[src/rtl/eco32f_decode_queue.sv]
// eco32f_decode_queue: fetch-to-decode instruction queue with load-use interlock bubbles.
// Define ECO32F_DECODE_QUEUE_BYPASS_EN to let a word skip the empty queue straight into the output slot.
module eco32f_decode_queue #(
  parameter int DEPTH    = 4,
  parameter int LOAD_LAT = 1
) (
  input  logic                     clk,
  input  logic                     rst,
  input  logic                     if_valid,
  input  logic [31:0]              if_pc,
  input  logic [31:0]              if_insn,
  input  logic                     if_exc_ibus_fault,
  output logic                     if_ready,
  input  logic                     flush,
  input  logic                     id_stall,
  output logic                     id_valid,
  output logic                     id_bubble,
  output logic [31:0]              id_pc,
  output logic [31:0]              id_insn,
  output logic                     id_exc_ibus_fault,
  output logic [$clog2(DEPTH):0]   level
);
  localparam int AW = $clog2(DEPTH);
  localparam logic [5:0] ECO32F_OP_LDW  = 6'h30;
  localparam logic [5:0] ECO32F_OP_LDH  = 6'h31;
  localparam logic [5:0] ECO32F_OP_LDHU = 6'h32;
  localparam logic [5:0] ECO32F_OP_LDB  = 6'h33;
  localparam logic [5:0] ECO32F_OP_LDBU = 6'h34;

  logic [31:0] q_pc    [DEPTH];
  logic [31:0] q_insn  [DEPTH];
  logic        q_fault [DEPTH];
  logic [AW-1:0] wp, rp;
  logic [AW:0]   count;
  logic          h_ld [LOAD_LAT];
  logic [4:0]    h_rd [LOAD_LAT];

  logic        full, empty, haz, pop, push, take, bubble, is_ld, new_ld;
  logic [4:0]  new_rd;
  logic [31:0] src_pc, src_insn;
  logic        src_fault;

  assign full     = count == (AW+1)'(DEPTH);
  assign empty    = count == '0;
  assign if_ready = !full;
  assign level    = count;
  assign pop      = !id_stall && !flush && !empty && !haz;

`ifdef ECO32F_DECODE_QUEUE_BYPASS_EN
  logic byp;
  assign src_pc    = empty ? if_pc : q_pc[rp];
  assign src_insn  = empty ? if_insn : q_insn[rp];
  assign src_fault = empty ? if_exc_ibus_fault : q_fault[rp];
  assign byp       = empty && if_valid && !id_stall && !flush;
  assign take      = pop || (byp && !haz);
  assign push      = if_valid && !full && !flush && !(byp && !haz);
  assign bubble    = !id_stall && !flush && haz && (!empty || byp);
`else
  assign src_pc    = q_pc[rp];
  assign src_insn  = q_insn[rp];
  assign src_fault = q_fault[rp];
  assign take      = pop;
  assign push      = if_valid && !full && !flush;
  assign bubble    = !id_stall && !flush && !empty && haz;
`endif

  // r0 loads never interlock; both source fields are checked regardless of format
  always_comb begin
    haz = 1'b0;
    for (int i = 0; i < LOAD_LAT; i++)
      haz = haz | (h_ld[i] && h_rd[i] != 5'd0 &&
                   (src_insn[25:21] == h_rd[i] || src_insn[20:16] == h_rd[i]));
  end

  assign is_ld  = src_insn[31:26] inside {ECO32F_OP_LDW, ECO32F_OP_LDH, ECO32F_OP_LDHU,
                                          ECO32F_OP_LDB, ECO32F_OP_LDBU};
  assign new_ld = take && is_ld;
  assign new_rd = new_ld ? src_insn[20:16] : 5'd0;

  always_ff @(posedge clk) begin
    if (push) begin
      q_pc[wp]    <= if_pc;
      q_insn[wp]  <= if_insn;
      q_fault[wp] <= if_exc_ibus_fault;
    end
  end

  always_ff @(posedge clk) begin
    if (!rst) begin
      wp                <= '0;
      rp                <= '0;
      count             <= '0;
      id_valid          <= 1'b0;
      id_bubble         <= 1'b0;
      id_pc             <= '0;
      id_insn           <= '0;
      id_exc_ibus_fault <= 1'b0;
      for (int i = 0; i < LOAD_LAT; i++) begin
        h_ld[i] <= 1'b0;
        h_rd[i] <= '0;
      end
    end else if (flush) begin
      wp        <= '0;
      rp        <= '0;
      count     <= '0;
      id_valid  <= 1'b0;
      id_bubble <= 1'b0;
      for (int i = 0; i < LOAD_LAT; i++) begin
        h_ld[i] <= 1'b0;
        h_rd[i] <= '0;
      end
    end else begin
      if (push) wp <= wp + AW'(1);
      if (pop) rp <= rp + AW'(1);
      count <= count + (AW+1)'(push) - (AW+1)'(pop);
      if (!id_stall) begin
        id_valid  <= take;
        id_bubble <= bubble;
        if (take) begin
          id_pc             <= src_pc;
          id_insn           <= src_insn;
          id_exc_ibus_fault <= src_fault;
        end
        for (int i = LOAD_LAT - 1; i > 0; i--) begin
          h_ld[i] <= h_ld[i-1];
          h_rd[i] <= h_rd[i-1];
        end
        h_ld[0] <= new_ld;
        h_rd[0] <= new_rd;
      end
    end
  end
endmodule

[config.mk]
export PLATFORM = sky130hd
export DESIGN_NAME = eco32f_decode_queue
export DESIGN_NICKNAME = d
export VERILOG_FILES = /design/src/rtl/eco32f_decode_queue.sv
export SDC_FILE = /design/constraint.sdc
export NUM_CORES = 1
export LEC_CHECK = 0
export CAP_MARGIN = 15
export CELL_PAD_IN_SITES_DETAIL_PLACEMENT = 0
export CELL_PAD_IN_SITES_GLOBAL_PLACEMENT = 1
export CORE_ASPECT_RATIO = 0.8
export CORE_UTILIZATION = 43
export CTS_CLUSTER_SIZE = 12
export DETAILED_ROUTE_END_ITERATION = 12
export PLACE_DENSITY_LB_ADDON = 0.1
export SETUP_SLACK_MARGIN = 0.15
export SLEW_MARGIN = 20
export SYNTH_ARGS = -nofsm -noshare
export SYNTH_HDL_FRONTEND = slang
export SYNTH_SLANG_ARGS = --single-unit
[constraint.sdc]
create_clock -name clk -period 3.4 [get_ports clk]
set_clock_uncertainty 0.2 [all_clocks]
set_input_delay 0.34 -clock clk [delete_from_list [all_inputs] [get_ports clk]]
set_output_delay 0.34 -clock clk [all_outputs]
set_load 0.05 [all_outputs]
# Yosys cells after proc, flatten, opt, wreduce, memory -nomap -nowiden
# Memories as Yosys holds them, arrays and structs flattened. A register that Yosys moved wholly into a read port is not among the register bits.
# Index checks and enable logic that the tools add are counted.
[classes]
n_addsub = 4
eq_ne = 8
n_mux = 21
bitwise_logic = 3
reduce_logical = 26
[ops]
columns = ["op", "n"]
rows = [
  ["6-bit == test (second input constant)", 5],
  ["1-bit 2-to-1 mux", 16],
  ["5-bit 2-to-1 mux", 3],
  ["5-bit == test", 2],
  ["5-bit nonzero test", 2],
  ["5-bit OR reduction", 2],
  ["1-bit logical AND", 9],
  ["1-bit logical NOT", 7],
  ["2-bit by 1-bit adder with 2-bit output (second input constant)", 2],
  ["2-bit 2-to-1 mux", 2],
  ["3-bit by 1-bit adder with 3-bit output", 1],
  ["3-bit == test (second input constant)", 1],
  ["3-bit logical NOT", 1],
  ["1-bit inverter", 3],
  ["3-bit AND reduction", 1],
  ["3-bit by 1-bit subtractor with 3-bit output", 1],
  ["1-bit OR reduction", 2],
  ["2-bit OR reduction", 1],
  ["1-bit logical OR", 1],
]
[word_totals]
ff_bits = 41
ramBits = 266
output_inout_bits = 71
mem_count = 5
[memory_table]
columns = ["name", "depth", "width", "rd", "rd_clocked_by_memory_dff", "write_ports", "line_no", "source"]
rows = [
  ["q_insn", 4, 32, 1, 1, 1, "31", "logic [31:0] q_insn [DEPTH];"],
  ["q_pc", 4, 32, 1, 1, 1, "30", "logic [31:0] q_pc [DEPTH];"],
  ["h_rd", 1, 5, 1, 0, 1, "36", "logic [4:0] h_rd [LOAD_LAT];"],
  ["q_fault", 4, 1, 1, 1, 1, "32", "logic q_fault [DEPTH];"],
  ["h_ld", 1, 1, 1, 0, 1, "35", "logic h_ld [LOAD_LAT];"],
]

# Logic depth before layout (Yosys ltp)
[logic_depth]
depth_word = 8
depth_mapped = 16
ltp_nobuf = 13

# Worst setup path before layout
# Ideal clock, no wire load.
[synth_timing]
path_type = "register to register"
startpoint = "reg count[1] (netlist: level[1])"
endpoint = "mem q_fault[0], enable pin"
setup_time_ns = 0.430
arrival_ns = 3.090
required_time_ns = 2.770
slack_ns = -0.320
path_stages_with_launch = 6
path_buffers = 0
period_less_slack_ns = 3.720
cell_sequence = "dfxtp_1 > nor2_1 > nand2_1 > nand2_1 > nor2_1 > and2_1"
[synth_via]
elab_chain_cells = 6
[synth_rtl]
columns = ["element", "line_no", "source"]
rows = [
  ["start: declaration", "34", "logic [AW:0] count;"],
  ["start signal: assignment", "115", "count <= count + (AW+1)'(push) - (AW+1)'(pop);"],
  ["3-bit == test", "43", "assign full = count == (AW+1)'(DEPTH);"],
  ["1-bit logical NOT", "n/a", ""],
  ["via if_ready", "13", "output logic if_ready,"],
  ["1-bit logical AND (2 in a row)", "63", "assign push = if_valid && !full && !flush;"],
  ["1-bit 2-to-1 mux", "81", "if (push) begin"],
  ["1-bit 2-to-1 mux (not written as such)", "84", "q_fault[wp] <= if_exc_ibus_fault;"],
  ["end: declaration", "32", ""],
]
# The timed path passes the listed nets, and every way through them passes these cells.

==> qor.log <==
qor: sta.fin_crit_sh 1.01
qor: power.p_per_area 535 mW/mm^2
qor: sta.finalSetupViolCount 1
qor: sta.maxSlewViolCount 0
qor: setup_path.worstRegToRegCells 13
qor: outcome.violations setup timing
qor: global_route.grt_first_pass_wirelength 41100 um
qor: clocking.holdBufCountCts 0
qor: routing.routed_wl 26600 um
qor: global_route.globalRouteOverflowTotal 0
qor: worst_hold_path.kind_of_path_behind_the_tightest_hold_check primary input to flip-flop
qor: synth.asyncSetResetFlopFracSynth 0
qor: routing.residual_drc_count 0
qor: synth.number_of_instances_in_the_synthesized_netlist 730
qor: clocking.clk_pin_slew_worst_paths 60 ps
qor: synth.synth_enable_flop_cells 266
qor: sta.post_route_worst_setup_slack -24.5 ps
qor: floorplanning.fp.coreArea 0.0294 mm^2
qor: routing.final_antenna_net_count 0
qor: synth.synth_top_area_cell sky130_fd_sc_hd__edfxtp_1
qor: setup_path.cp.arrival 3620 ps
qor: synth.synth.net_count 807
qor: setup_path.register_to_register_setup_slack -20 ps
qor: synth.ys_warn_count 0
qor: floorplanning.initial_utilization 0.439
qor: routing.vias 6679
qor: synth.synth_ff_type sky130_fd_sc_hd__edfxtp_1
qor: final_layout.areaGrowthSynthToFinish 24.2%
qor: global_route.gr-usage-all-layers 0.177
qor: global_route.grt_start_max_net_pins 131
qor: floorplanning.fp.dieW 196 um
qor: worst_hold_path.hold_path_depth 3
qor: setup_path.worst-endpoint-required 3590 ps
qor: placement.half_perimeter_wire_length_after_placement 16400 um
qor: power.static-leakage-power 5.57 nW
qor: routing.detail_route.vias_per_cell 5.13
qor: worst_hold_path.worst_hold_path_startpoint rst
qor: synth.cell_with_the_most_instances_after_synthesis sky130_fd_sc_hd__edfxtp_1
qor: power.max_vdd_drop 0.000338 V
qor: worst_hold_path.min_delay_worst_endpoint level[2]$_SDFF_PP0_
qor: synth.synth_area 0.0129 mm^2
qor: global_route.antenna_violations_before_repair 0
qor: final_layout.finish.cell_count_without_fillers 1302
qor: sta.fin_setup_tns -24.5 ps
qor: clocking.cts_tree built
qor: setup_path.crit_top_cell sky130_fd_sc_hd__ha_4
qor: setup_path.crit_type flip-flop to flip-flop
qor: global_route.grt_pass1_vias 7142
qor: setup_path.startpoint_class flip-flop
qor: sta.achievable-frequency 292 MHz
qor: setup_path.cpMaxStageDelayCell sky130_fd_sc_hd__mux4_2
qor: placement.place.detailed.instances 1235
qor: floorplanning.fp.dieH 157 um
qor: power.fin_total_pwr 8.58 mW
qor: clocking.clock_path_buffers 3
qor: setup_path.critical_path.cell_chain buf_4 -> mux4_2 -> xor2_1 -> or4_4 -> nand3_4 -> inv_4 -> ha_4 -> inv_2 -> ha_4 -> fa_2 -> xnor2_2 -> xnor2_1 -> nor2_1
qor: placement.finalWeightedCongestion 0.778
qor: synth.seq_area_frac_synth 0.736
qor: sta.grt_setup_unrepaired yes
qor: run.maxCapViolations 0
qor: synth.netlist-cell-type-count 38
qor: floorplanning.floorplan.io_pins 141
qor: setup_path.reg_to_reg_end level[2]$_SDFF_PP0_
qor: synth.postSynthRegisterBits 342
qor: sta.worst_tran_pin_value 1080 ps
qor: synth.synth_top_cell_area_share 0.618
qor: routing.drt_iter0_markers 256
qor: clocking.clkLatencyLatePin 510 ps
qor: synth.avgSynthCellArea 17.7 um^2
qor: outcome.status finished with violations
qor: setup_path.worst-path-max-fanout 8
qor: sta.timing.final.crit_period 3420 ps
qor: sta.timing.slew.headroom 0.281
qor: clocking.cts_made_buffers 36
qor: setup_path.timing.critical_path.to_type flip-flop
qor: setup_path.timing.critical_path.slowest_cell_delay 530 ps
qor: clocking.clkSinkCount 342
qor: routing.average_wire_per_cell_in_the_routed_design 20.4 um
qor: floorplanning.placementRows 56
qor: sta.final-hold-violation-count 0
qor: floorplanning.fp.dieArea 0.0307 mm^2
qor: final_layout.nets 976
qor: clocking.cts_htree_levels 2
qor: routing.detailedRoute.firstPassIterationCount 4
qor: final_layout.final_layout_size_suffix_gt1_frac 0.169
qor: final_layout.fin_util 0.545
qor: synth.netlist_top_cells_area sky130_fd_sc_hd__edfxtp_1, sky130_fd_sc_hd__dfxtp_1, sky130_fd_sc_hd__mux4_2
qor: synth.synth_common_cells sky130_fd_sc_hd__edfxtp_1, sky130_fd_sc_hd__nand2_1, sky130_fd_sc_hd__dfxtp_1, sky130_fd_sc_hd__mux2i_1, sky130_fd_sc_hd__mux4_2
qor: placement.placement.io_buffers 140
qor: clocking.cts-root-buf sky130_fd_sc_hd__clkbuf_16
## area by class of cell
type	instances	area, um^2
Antenna cell	1	2.50
Tap cell	377	472
Inverter	9	36.3
Clock inverter	7	31.3
Fill cell	2327	13400
Multi-Input combinational cell	342	3230
Timing Repair Buffer	168	1740
Sequential cell	342	9520
Clock buffer	56	1020
## through the flow
stage	worst slack [ps]	hold WS, ps	instance area (um^2)
finish	-24.5	84.6	16000
global route	-166	106	16000
CTS	-43.1	58.6	16000
detailed placement	-150	248	14900
global placement	-81.3	245	14900
floorplan	-91.6	239	13000
## worst max path at each step
| stage | startpoint | slack (ps) | cells after the start | to |
|---|---|---|---|---|
| after floorplan | flip-flop | -90 | 15 | level[2]$_SDFF_PP0_ |
| after global placement | flip-flop | -80 | 13 | level[2]$_SDFF_PP0_ |
| after detailed placement | flip-flop | -150 | 14 | level[2]$_SDFF_PP0_ |
| after CTS | flip-flop | -40 | 13 | level[2]$_SDFF_PP0_ |
| after global routing | flip-flop | -170 | 13 | level[2]$_SDFF_PP0_ |
| final | flip-flop | -20 | 13 | level[2]$_SDFF_PP0_ |
## state kept, by name (all words and copies together) (netlist names), named ones only
signal	cells
level	3
q_insn	128
id_exc_ibus_fault	1
id_valid	1
q_pc	128
h_ld	1
q_fault	4
id_pc	32
wp	2
id_bubble	1
rp	2
h_rd	5
id_insn	32
## placed cells by master (no fill, tap or decap), drive strengths merged, types with 2 or more instances in the layout
cell / Yosys / layout
clkinv: 0 / 6
nand2: 137 / 137
nor2: 11 / 11
edfxtp: 266 / 266
mux4: 63 / 63
o21ai: 4 / 4
nand3: 3 / 3
a21oi: 3 / 3
inv: 9 / 9
xor2: 6 / 6
buf: 16 / 29
and3: 3 / 3
and2: 8 / 8
or4: 3 / 3
nor3: 3 / 3
dfxtp: 76 / 76
ha: 6 / 6
mux2: 4 / 4
nor4: 2 / 2
mux2i: 69 / 69
clkbuf: 21 / 56
xnor2: 9 / 9
clkdlybuf4s50: 0 / 139
## logic make-up (layout without fill, tap and decap cells)
logic type / after synthesis / in the layout / share of synthesized area
DFF: 342 / 342 / 0.736
and+or+nand+nor: 175 / 175 / 0.0573
muxes: 136 / 136 / 0.167
buffers and inverters: 46 / 240 / 0.0182
xor gates and xnor gates: 15 / 15 / 0.0102
AOI/OAI and AO/OA: 9 / 9 / 0.00387
adders and majority gates: 7 / 7 / 0.00736
other: 0 / 1 / 0
## repair_timing
item                                    CTS  global route
endpoints found under the setup margin   44            44
cloned                                    0             0
gates resized for setup                   4             2
pin swaps                                 2             2
buffers inserted                          0             3
## critical path: cells and delay by family (launching register included)
| kind | cells | cell delay, ps |
|---|---|---|
| XOR/XNOR | 3 | 470 |
| flip-flops | 1 | 440 |
| buffers and inverters | 3 | 230 |
| AND/OR/NAND/NOR | 3 | 680 |
| multiplexers | 1 | 530 |
| adder cells (fa/ha/maj) | 3 | 750 |
## power breakdown
part	total [mW]	switching (mW)	internal, mW
clock network	3.55	1.50	2.05
registers	4.61	0.0269	4.58
logic	0.424	0.233	0.191
total	8.58	1.76	6.82
## routing by layer
| layer | track usage | vias to the layer above | wire [um] |
|---|---|---|---|
| met2 | 0.299 | 141 | 13100 |
| met5 | 0 | - | 0 |
| met1 | 0.229 | 3399 | 11600 |
| met3 | 0.0424 | 40 | 1360 |
| met4 | 0.0528 | 0 | 486 |
| li1 | - | 3099 | - |
Power figures use the tool's default switching activity.
